## src/rtl/card_slot_sched_if.sv

```systemverilog
// VGA timing bundle shared by the display pipeline stages.
interface vga_if;
  logic [10:0] hcount;
  logic [10:0] vcount;
  logic        hblnk;
  logic        vblnk;
  logic        hsync;
  logic        vsync;

  modport in  (input  hcount, vcount, hblnk, vblnk, hsync, vsync);
  modport out (output hcount, vcount, hblnk, vblnk, hsync, vsync);
endinterface

```

## src/rtl/card_slot_sched.sv

```systemverilog
// Round-robin card-slot scheduler: requesters fill a shadow hand table that is
// copied to the draw-facing active table once per frame on the vblnk rise.
module card_slot_sched #(
  parameter int MAX_CARDS = 5,
  parameter int CODE_W    = 6
) (
  input  logic                        clk,
  input  logic                        rst,
  vga_if.in                           vga_in,
  input  logic                        player_req,
  input  logic [CODE_W-1:0]           player_code,
  output logic                        player_ack,
  input  logic                        dealer_req,
  input  logic [CODE_W-1:0]           dealer_code,
  output logic                        dealer_ack,
  input  logic                        clear,
  output logic [MAX_CARDS-1:0]        player_valid,
  output logic [MAX_CARDS*CODE_W-1:0] player_cards,
  output logic [MAX_CARDS-1:0]        dealer_valid,
  output logic [MAX_CARDS*CODE_W-1:0] dealer_cards,
  output logic                        player_full,
  output logic                        dealer_full,
  output logic                        frame_tick
);

  localparam int CNT_W = $clog2(MAX_CARDS + 1);
  localparam int TBL_W = MAX_CARDS * CODE_W;

  typedef enum logic {SIDE_PLAYER = 1'b0, SIDE_DEALER = 1'b1} side_e;

  side_e              r_rr_ptr;
  logic               r_vblnk_d;
  logic               r_p_ack, r_d_ack, r_frame_tick;
  logic [CNT_W-1:0]   r_p_cnt, r_d_cnt;
  logic [MAX_CARDS-1:0] r_p_sh_valid, r_d_sh_valid, r_p_act_valid, r_d_act_valid;
  logic [TBL_W-1:0]   r_p_sh_cards, r_d_sh_cards, r_p_act_cards, r_d_act_cards;

  logic w_p_full, w_d_full, w_p_elig, w_d_elig, w_gnt_p, w_gnt_d, w_commit;

  assign w_p_full = (r_p_cnt == CNT_W'(MAX_CARDS));
  assign w_d_full = (r_d_cnt == CNT_W'(MAX_CARDS));

  // The ack register doubles as a one-cycle mask so a req held through its ack
  // cycle cannot be granted twice.
  assign w_p_elig = player_req & ~w_p_full & ~r_p_ack & ~clear;
  assign w_d_elig = dealer_req & ~w_d_full & ~r_d_ack & ~clear;

  assign w_gnt_p  = w_p_elig & (~w_d_elig | (r_rr_ptr == SIDE_PLAYER));
  assign w_gnt_d  = w_d_elig & (~w_p_elig | (r_rr_ptr == SIDE_DEALER));

  assign w_commit = vga_in.vblnk & ~r_vblnk_d;

  // NOTE: every register below uses <= so all reads see pre-edge values; this is
  // what lets a commit coinciding with a grant or clear capture the old shadow.
  always_ff @(posedge clk) begin
    // NOTE: the hand tables are small register banks, not RAM, so they are
    // reset explicitly to give draw stages a defined empty table.
    if (rst) begin
      r_rr_ptr      <= SIDE_PLAYER;
      r_vblnk_d     <= 1'b0;
      r_p_ack       <= 1'b0;
      r_d_ack       <= 1'b0;
      r_frame_tick  <= 1'b0;
      r_p_cnt       <= '0;
      r_d_cnt       <= '0;
      r_p_sh_valid  <= '0;
      r_d_sh_valid  <= '0;
      r_p_sh_cards  <= '0;
      r_d_sh_cards  <= '0;
      r_p_act_valid <= '0;
      r_d_act_valid <= '0;
      r_p_act_cards <= '0;
      r_d_act_cards <= '0;
    end else begin
      r_vblnk_d    <= vga_in.vblnk;
      r_p_ack      <= w_gnt_p;
      r_d_ack      <= w_gnt_d;
      r_frame_tick <= w_commit;

      if (w_gnt_p)      r_rr_ptr <= SIDE_DEALER;
      else if (w_gnt_d) r_rr_ptr <= SIDE_PLAYER;

      if (clear) begin
        r_p_cnt      <= '0;
        r_d_cnt      <= '0;
        r_p_sh_valid <= '0;
        r_d_sh_valid <= '0;
        r_p_sh_cards <= '0;
        r_d_sh_cards <= '0;
      end else begin
        if (w_gnt_p) begin
          for (int i = 0; i < MAX_CARDS; i++) begin
            if (CNT_W'(i) == r_p_cnt) begin
              r_p_sh_cards[i*CODE_W +: CODE_W] <= player_code;
              r_p_sh_valid[i]                  <= 1'b1;
            end
          end
          r_p_cnt <= r_p_cnt + CNT_W'(1);
        end
        if (w_gnt_d) begin
          for (int i = 0; i < MAX_CARDS; i++) begin
            if (CNT_W'(i) == r_d_cnt) begin
              r_d_sh_cards[i*CODE_W +: CODE_W] <= dealer_code;
              r_d_sh_valid[i]                  <= 1'b1;
            end
          end
          r_d_cnt <= r_d_cnt + CNT_W'(1);
        end
      end

      if (w_commit) begin
        r_p_act_valid <= r_p_sh_valid;
        r_d_act_valid <= r_d_sh_valid;
        r_p_act_cards <= r_p_sh_cards;
        r_d_act_cards <= r_d_sh_cards;
      end
    end
  end

  assign player_ack   = r_p_ack;
  assign dealer_ack   = r_d_ack;
  assign player_valid = r_p_act_valid;
  assign dealer_valid = r_d_act_valid;
  assign player_cards = r_p_act_cards;
  assign dealer_cards = r_d_act_cards;
  assign player_full  = w_p_full;
  assign dealer_full  = w_d_full;
  assign frame_tick   = r_frame_tick;

endmodule

```

## src/flat_wrapper.sv

```systemverilog
// flat-port wrapper written by rule: the top's interface ports become plain ports
module card_slot_sched_flat 
#(
  parameter int MAX_CARDS = 5,
  parameter int CODE_W    = 6
)
  (clk, rst, player_req, player_code, player_ack, dealer_req, dealer_code, dealer_ack, clear, player_valid, player_cards, dealer_valid, dealer_cards, player_full, dealer_full, frame_tick, vga_in_hcount, vga_in_vcount, vga_in_hblnk, vga_in_vblnk, vga_in_hsync, vga_in_vsync);
  vga_if vga_in_i ();
  input  logic clk;
  input  logic rst;
  input  logic player_req;
  input  logic [CODE_W-1:0] player_code;
  output logic player_ack;
  input  logic dealer_req;
  input  logic [CODE_W-1:0] dealer_code;
  output logic dealer_ack;
  input  logic clear;
  output logic [MAX_CARDS-1:0] player_valid;
  output logic [MAX_CARDS*CODE_W-1:0] player_cards;
  output logic [MAX_CARDS-1:0] dealer_valid;
  output logic [MAX_CARDS*CODE_W-1:0] dealer_cards;
  output logic player_full;
  output logic dealer_full;
  output logic frame_tick;
  input wire logic [$bits(vga_in_i.hcount)-1:0] vga_in_hcount;
  input wire logic [$bits(vga_in_i.vcount)-1:0] vga_in_vcount;
  input wire logic [$bits(vga_in_i.hblnk)-1:0] vga_in_hblnk;
  input wire logic [$bits(vga_in_i.vblnk)-1:0] vga_in_vblnk;
  input wire logic [$bits(vga_in_i.hsync)-1:0] vga_in_hsync;
  input wire logic [$bits(vga_in_i.vsync)-1:0] vga_in_vsync;
  assign vga_in_i.hcount = vga_in_hcount;
  assign vga_in_i.vcount = vga_in_vcount;
  assign vga_in_i.hblnk = vga_in_hblnk;
  assign vga_in_i.vblnk = vga_in_vblnk;
  assign vga_in_i.hsync = vga_in_hsync;
  assign vga_in_i.vsync = vga_in_vsync;
  card_slot_sched #(.MAX_CARDS(MAX_CARDS), .CODE_W(CODE_W)) u_core (.clk(clk), .rst(rst), .vga_in(vga_in_i), .player_req(player_req), .player_code(player_code), .player_ack(player_ack), .dealer_req(dealer_req), .dealer_code(dealer_code), .dealer_ack(dealer_ack), .clear(clear), .player_valid(player_valid), .player_cards(player_cards), .dealer_valid(dealer_valid), .dealer_cards(dealer_cards), .player_full(player_full), .dealer_full(dealer_full), .frame_tick(frame_tick));
endmodule
```

## config.mk

```make
export PLATFORM = sky130hd
export DESIGN_NAME = card_slot_sched_flat
export DESIGN_NICKNAME = d
export VERILOG_FILES = /design/src/rtl/card_slot_sched_if.sv /design/src/rtl/card_slot_sched.sv /design/src/flat_wrapper.sv
export SDC_FILE = /design/constraint.sdc
export NUM_CORES = 1
export LEC_CHECK = 0
export BUFFER_PORTS_ARGS = -buffer_cell sky130_fd_sc_hd__buf_2
export CAP_MARGIN = 20
export CORE_ASPECT_RATIO = 1.2
export CORE_MARGIN = 1
export CORE_UTILIZATION = 35
export CTS_CLUSTER_DIAMETER = 100
export DETAILED_ROUTE_END_ITERATION = 8
export GPL_TIMING_DRIVEN = 1
export HOLD_SLACK_MARGIN = 0.08
export MAX_ROUTING_LAYER = met4
export SKIP_CTS_REPAIR_TIMING = 1
export SYNTH_ARGS = -nofsm -noshare
export SYNTH_HDL_FRONTEND = slang
export SYNTH_SLANG_ARGS = --single-unit
export TNS_END_PERCENT = 50
```

## constraint.sdc

```tcl
create_clock -name clk -period 5.32 [get_ports clk]
set_input_delay 0.266 -clock clk [delete_from_list [all_inputs] [get_ports clk]]
set_output_delay 0.266 -clock clk [all_outputs]
set_load 0.05 [all_outputs]
```

## Word-level counts from Yosys, hierarchy flattened

Index checks and enable logic that the tools add are counted.

| word-level totals | value |
|---|---|
| word-level logic and storage cells | 79 |
| bits in read-only memories | 0 |
| register bits after elaboration | 151 |
| bits of input ports | 43 |
| output and inout bits | 75 |
| memories | 0 |
| latch bits | 0 |
| bits in writable memories | 0 |

| cells by class | value |
|---|---|
| mux-type cells | 2 |
| $lt $le $gt $ge | 0 |
| equality and inequality tests | 10 |
| bitwise operators | 20 |
| shift operators | 0 |
| div/mod/pow operators | 0 |
| $add $sub $neg | 2 |
| multipliers | 0 |
| reduce and logical (&&, ||, !) cells | 14 |

Operator list:

| kind | number |
|---|---|
| AND reduction 2 bit | 10 |
| == test 2 x 3 -> 1 bit, first input constant | 4 |
| AND 1 bit | 9 |
| inverter 1 bit | 9 |
| adder 3 x 1 -> 3 bit, second input constant | 2 |
| == test 1 x 3 -> 1 bit, first input constant | 2 |
| == test 3 bit, first input constant | 2 |
| == test 3 bit, second input constant | 2 |
| logical NOT 3 bit | 2 |
| 2-to-1 mux 1 bit | 2 |
| bitwise OR 1 bit | 2 |
| nonzero test 2 bit | 1 |
| OR reduction 2 bit | 1 |

## Longest topological paths before layout

Gate-level depths: netlist of run 1.

| logic depth | value |
|---|---|
| word-level depth | 10 |
| gate-level depth with buffers | 8 |
| mapped depth without buffers | 6 |

## Least setup slack after synthesis of run 1

OpenSTA, ideal clock, no wires.

| path | value |
|---|---|
| kind | register -> register |
| from | reg u_core.r_d_ack (netlist: u_core.dealer_ack) |
| to | reg u_core.r_d_sh_cards[18] |
| setup time | 72 ps |
| stages on the path, launching flop included | 6 |
| period minus slack after synthesis | 1860 ps |
| data arrival time | 1788 ps |
| path slack | 3460 ps |
| required time | 5248 ps |
| cell sequence | dfxtp_1 -> or3b_4 -> a221oi_4 -> and2_1 -> buf_6 -> mux2i_1 |

| on the way | value |
|---|---|
| cells in the longest elaborated chain, start to end | 5 |

Ends and longest elaborated chain:

| element | RTL line | text |
|---|---|---|
| start, declared | card_slot_sched.sv:33 | `logic r_p_ack, r_d_ack, r_frame_tick;` |
| start signal, assigned | card_slot_sched.sv:77 | `r_d_ack <= w_gnt_d;` |
| inverter 1 bit | card_slot_sched.sv:46 | `assign w_d_elig = dealer_req & ~w_d_full & ~r_d_ack & ~clear;` |
| AND 1 bit (2 in series) | card_slot_sched.sv:46 |  |
| AND 1 bit | card_slot_sched.sv:49 | `assign w_gnt_d = w_d_elig & (~w_p_elig \| (r_rr_ptr == SIDE_DEALER));` |
| AND reduction 2 bit (no source line) | -- |  |
| end signal, assigned by index | card_slot_sched.sv:103 | `r_d_sh_cards[i*CODE_W +: CODE_W] <= dealer_code;` |
| end, declared | card_slot_sched.sv:36 | `logic [TBL_W-1:0] r_p_sh_cards, r_d_sh_cards, r_p_act_cards, r_d_act_cards;` |

No other way between the ends.
A chain may end at the register's enable or synchronous reset.

## Final worst setup path of run 1

| path | value |
|---|---|
| from | reg u_core.r_p_cnt[1] |
| to | reg u_core.r_d_sh_cards[20] |

| on the way | value |
|---|---|
| cells in the longest elaborated chain, start to end | 9 |

Ends and longest elaborated chain:

| element | RTL line | text |
|---|---|---|
| start, declared | card_slot_sched.sv:34 | `logic [CNT_W-1:0] r_p_cnt, r_d_cnt;` |
| start signal, assigned | card_slot_sched.sv:98 | `r_p_cnt <= r_p_cnt + CNT_W'(1);` |
| == test 3 bit | card_slot_sched.sv:40 | `assign w_p_full = (r_p_cnt == CNT_W'(MAX_CARDS));` |
| inverter 1 bit | card_slot_sched.sv:45 | `assign w_p_elig = player_req & ~w_p_full & ~r_p_ack & ~clear;` |
| AND 1 bit (3 in series) | card_slot_sched.sv:45 |  |
| inverter 1 bit | card_slot_sched.sv:49 |  |
| bitwise OR 1 bit | card_slot_sched.sv:49 |  |
| AND 1 bit | card_slot_sched.sv:49 |  |
| AND reduction 2 bit (no source line) | -- |  |

No other way between the ends.

==> results of run 1 <==
[power breakdown]
group	total, uW	switching [uW]	leakage [uW]	internal (uW)
sequential	1140	4.35	0.00122	1140
clock	1180	517	0.000277	665
combinational	115	90.0	0.00108	25.1
total	2440	612	0.00257	1830
[metrics by stage]
stage	worst slack (ns)	total power, uW
after floorplan	3.460	1246
after global placement	3.080	1282
after detailed placement	3.048	1282
after CTS	3.078	2477
after global routing	2.924	2528
final	3.120	2439
[worst paths after layout]
path | endpoint | depth (start not counted) | slack (ns) | from
worst max-delay path | u_core.r_d_sh_cards[20] | 6 | 3.12 | u_core.r_p_cnt[1]
worst min-delay path | u_core.r_d_sh_cards[11] | 3 | 0.14 | dealer_code[5]
worst max register to register | u_core.r_d_sh_cards[20] | 6 | 3.12 | u_core.r_p_cnt[1]
worst min register to register | u_core.player_cards[11] | 2 | 0.45 | u_core.player_cards[11]
[per-layer routing]
metal,routed length (um),part of all wire (%)
met1,6153,47
met2,6220,48
met3,494,3.8
met4,140,1.1
met5,0,0
[synthesized netlist by cell type (3+ instances only)]
cell type	n	area, sq um
nand2_1	209	784.5
dfxtp_1	151	3023
a21oi_1	72	360.4
nand3_1	52	260.3
o21ai_0	49	245.2
clkbuf_1	37	138.9
nor2_1	19	71.32
inv_1	14	52.55
mux2i_1	12	120.1
ha_1	10	125.1
buf_2	7	35.03
a2111oi_4	6	165.2
buf_4	6	45.04
nor2b_1	5	31.28
a211oi_2	3	37.54
[worst max-delay path: cells and delay by family (launching register included)]
family,cells,cell delay [ns]
adder cells (fa/ha/maj),1,0.27
multiplexers,1,0.24
AO/OA/AOI/OAI,2,0.62
AND/OR/NAND/NOR,1,0.54
flip-flops,1,0.33
buffers and inverters,1,0.11
[kinds of logic after synthesis]
kind of cell | share of synthesized area (%)
buffers and inverters | 4.932
adder cells (fa/ha/maj) | 2.182
flip-flops | 52.73
XOR/XNOR | 0.3056
AND/OR/NAND/NOR | 21.93
multiplexers | 2.095
AO/OA/AOI/OAI | 15.82
[layout make-up]
cell class                 count  area, sq um  area share [%]
tap                          208        260.3           3.785
timing repair buffer          97        510.5           7.424
clock inverter                15        160.2           2.329
sequential                   151         3023           43.96
inverter                      14        52.55          0.7642
multi-input combinational    460         2445           35.55
clock buffer                  17        425.4           6.186
[state kept, by name, indices dropped and copies added (netlist names)]
register and count:
u_core.player_ack 1, u_core.dealer_ack 1, u_core.r_d_sh_valid 5, u_core.player_cards 30, u_core.dealer_cards 30, u_core.r_d_sh_cards 30, u_core.dealer_valid 5, u_core.player_valid 5
u_core.r_p_sh_cards 30, u_core.r_d_cnt 3, u_core.r_p_sh_valid 5, u_core.r_p_cnt 3, u_core.r_vblnk_d 1, u_core.r_rr_ptr 1, u_core.frame_tick 1
==> out/metrics.yaml, run 1 <==
crit_chain: "inv_1, ha_1, a21oi_2, a221oi_4, and2_1, mux2i_1"
skew_ns: 0.009235
critPathCaptureType: "flop"
period_share_pct: 41.35
slowest_delay_ns: 0.54
start_kind: "flop"
ys_types: 33
hold_slack_ns: 0.1398
maxCapViolations: 0
area_growth_pct: 19.95
place_inst: 929
fmax_ghz: 0.4546
grt_pass1_vias: 4206
portBuffers: 92
gr-usage-met2_pct: 27.76
antenna_found_initial: 0
ios: 118
grt_pass1_wl_um: 21650
syn_area_per_cell_sq_um: 8.481
worstPathArrival_ns: 2.55
cts_buffer_depth: 2
cts_tree: "yes"
dp_hpwl_um: 8036
synth_ff_type: "dfxtp_1"
cp_max_fo: 7
outcome: "finished clean"
seq_area_frac_synth_pct: 52.73
synth_edf_count: 0
clkTransAtPathRegs_ns: 0.06
drv_slew: 0
grt_overflow_total: 0
gp_congestion: 0.7175
cts_buffers: 17
fill_cells: 1590
top_usage_layer: "met2"
netlist_instances: 676
post_drt_wl_per_cell_um: 13.52
setup_tns_ns: 0
holdCritPathClass: "input port to flop"
dieArea_sq_um: 16900
rsz0062_at_grt: "false"
fin_util_pct: 43.45
drt_pre_antenna_iters: 4
fp.dieH_um: 142.2
grtUsageMet3_pct: 4.848
synth-seq-cells: 151
row_count: 50
dpl-instance-area_sq_um: 6271
layout_common_cells: "nand2_1, dfxtp_1, buf_2, a21oi_1, nand3_1"
synth_area_sq_um: 5733
wl_um: 13010
path_class: "flop to flop"
worst_path_max_delay_cell: "and2_1"
drc: 0
cts_sinks: 151
cts_root_buf: "clkbuf_16"
layout_commonest_cell: "nand2_1"
postLayoutCellArea_sq_um: 6877
drtIter0Drc: 241
vias: 4499
globalRouteMet1Util_pct: 19.82
final.min_clock_period_ns: 2.200
track_usage_pct: 16.90
avgViaCountPerCell: 4.677
core_area_sq_um: 15830
h-tree-depth: 4
grt_max_degree: 120
peakVddDrop_mv: 0.1784
insertion_delay_ns: 0.42
setup-violations-final: 0
finalHoldViolations: 0
chipWidth_um: 118.8
critPathRequiredTime_ns: 5.67
final_cells: 962
antenna_left: 0
worst_pin_slew_ns: 0.8753
nets: 794
antenna_cells: 0
synth_async_sr_flop_share_pct: 0
initial_core_util_pct: 36.22
layout-drive-gt1-share_pct: 19.89
power.leakage_uw: 0.002574
slew_headroom_pct: 41.54
power_density_nw_per_um2: 354.6
yosys_warnings: 0
synth_fp_nets: 729
Note: power is estimated with default switching activity, not from simulation.
==> inputs of run 2 (changes only) <==
Clock period 5.32 ns to 2 ns, I/O delays scaled along.
==> run 2 against run 1 <==
Combinational power increased to 3.0 times the previous value. Critical endpoint is now u_core.r_p_sh_cards[8]. Sequential share of layout area decreased by 1.7 points. First-iteration DRC count increased by 23%. Final area increased by 4.0%. Clock power increased to 2.7 times the previous value. Highest routed layer unchanged. Hold slack improved by 0.081 ns. Fmax increased by 23%.
==> out/metrics.yaml, run 2 (synthesized netlist as in run 1, its figures left out) <==
total_power_uw: 6559  # +170%
dp_hpwl_um: 8449  # +5.1%
rsz0062_at_grt: "false"
r2r-start: "u_core.r_d_cnt[1]"
peakVddDrop_mv: 0.4519  # +150%
final.setup.worst_slack_ns: 0.2071  # -2.913 ns
hold_start: "rst"
final_cells: 991  # +3.0%
layout_commonest_cell: "nand2_1"
clkTransAtPathRegs_ns: 0.06  # about the same
maxCapViolations: 0  # unchanged
wl_um: 13410  # +3.1%
insertion_delay_ns: 0.42  # about the same
r2r_cells: 7  # +1
worstPathArrival_ns: 2.13  # -0.42 ns
critPathCaptureType: "flop"
dieArea_sq_um: 16900  # unchanged
slew_headroom_pct: 62.12  # +21 points
drv_slew: 0  # unchanged
nets: 823  # +3.7%
ios: 118  # unchanged
antenna_left: 0  # unchanged
gp_congestion: 0.7452  # +3.9%
portBuffers: 92  # unchanged
vias: 4666  # +3.7%
antenna_found_initial: 0  # unchanged
cts_sinks: 151  # unchanged
crit_start: "u_core.r_d_cnt[1]"
skew_ns: 0.01179  # +0.002552 ns
grt_pass1_vias: 4282  # +1.8%
antenna_cells: 0  # unchanged
grt_overflow_total: 0  # unchanged
finalHoldViolations: 0  # unchanged
core_area_sq_um: 15830  # unchanged
avgViaCountPerCell: 4.708  # +0.68%
layout-drive-gt1-share_pct: 21.07  # +1.2 points
rrSetupSlack_ns: 0.21  # -2.91 ns
pre_cts_slack_ns: 0.08131  # -2.967 ns
fin_util_pct: 45.19  # +1.7 points
fmax_ghz: 0.5577  # +23%
area_growth_pct: 24.77
cts_tree: "yes"
setup-violations-final: 0  # unchanged
setup_tns_ns: 0  # unchanged
grt_max_degree: 120  # unchanged
worst_pin_slew_ns: 0.5682  # -0.3071 ns
place_inst: 946  # +1.8%
hold_end: "u_core.player_cards[17]"
drt_pre_antenna_iters: 4  # unchanged
start_kind: "flop"
cts_buffers: 17  # unchanged
drtIter0Drc: 297  # +23%
path_class: "flop to flop"
holdCritPathClass: "input port to flop"
post_drt_wl_per_cell_um: 13.53  # about the same
h-tree-depth: 4  # unchanged
period_share_pct: 89.65  # +48 points
outcome: "finished clean"
drc: 0  # unchanged
chipWidth_um: 118.8  # unchanged
power_density_nw_per_um2: 917.0  # +160%
rr_endpoint: "u_core.r_p_sh_cards[8]"
row_count: 50  # unchanged
track_usage_pct: 16.90  # about the same
cts_root_buf: "clkbuf_16"
final.min_clock_period_ns: 1.793  # -0.4067 ns
hold_path_depth: 3  # unchanged
power.leakage_uw: 0.002724  # +5.9%
fp.dieH_um: 142.2  # unchanged
cp_max_fo: 13  # +6
critPathRequiredTime_ns: 2.33  # -3.34 ns
layout_common_cells: "nand2_1, dfxtp_1, buf_2, a21oi_1, nand3_1"
grt_pass1_wl_um: 21620  # -0.13%
fill_cells: 1582  # -0.50%
cts_buffer_depth: 2  # unchanged
initial_core_util_pct: 36.22  # unchanged
[run 2: cell type report]
type / instances / area (sq um) / area share (%)
clock inverters: 12 / 142.6 / 1.994
inverters: 14 / 52.55 / 0.7347
repair buffers: 126 / 773.2 / 10.81
flip-flops and latches: 151 / 3023 / 42.26
well taps: 208 / 260.3 / 3.638
clock buffers: 20 / 446.7 / 6.245
multi-input cells: 460 / 2455 / 34.32
[run 2: critical path, cell delays in order (launching register included)]
cell	delay, ns
dfxtp_1	0.32
inv_1	0.09
ha_1	0.32
a21boi_4	0.17
a2111oi_4	0.36
buf_4	0.24
nand3_1	0.09
o21ai_0	0.11
[run 2: per-stage QoR]
stage	area (sq um)	hold WS [ns]
after CTS	7013	-0.05848
after global routing	7153	0.2156
final	7153	0.2209
after floorplan	5733	0.1791
after detailed placement	6424	0.3839
after global placement	6424	0.3697
[run 2: worst max-delay path by stage]
stage	endpoint	depth (start not counted)
after floorplan	u_core.r_d_sh_cards[18]	5
after global placement	u_core.r_p_sh_cards[26]	7
after detailed placement	u_core.r_p_sh_cards[27]	7
after CTS	u_core.r_p_sh_cards[27]	7
after global routing	u_core.r_d_sh_cards[9]	8
final	u_core.r_p_sh_cards[8]	7
[run 2: report_power, final]
group / internal (uW) / leakage [uW] / switching, uW
Clock: 1890 / 0.000285 / 1290
Sequential: 3020 / 0.00122 / 12.0
Combinational: 99.2 / 0.00122 / 245
[run 2: layer usage]
metal  GRT usage [%]  vias to the layer above  share of wire [%]
li1                -                     2422                  -
met1           19.26                     2133                 46
met2           28.44                      101                 49
met3           5.008                       10                4.5
met4           5.396                        0               0.87
met5               -                        -                  0
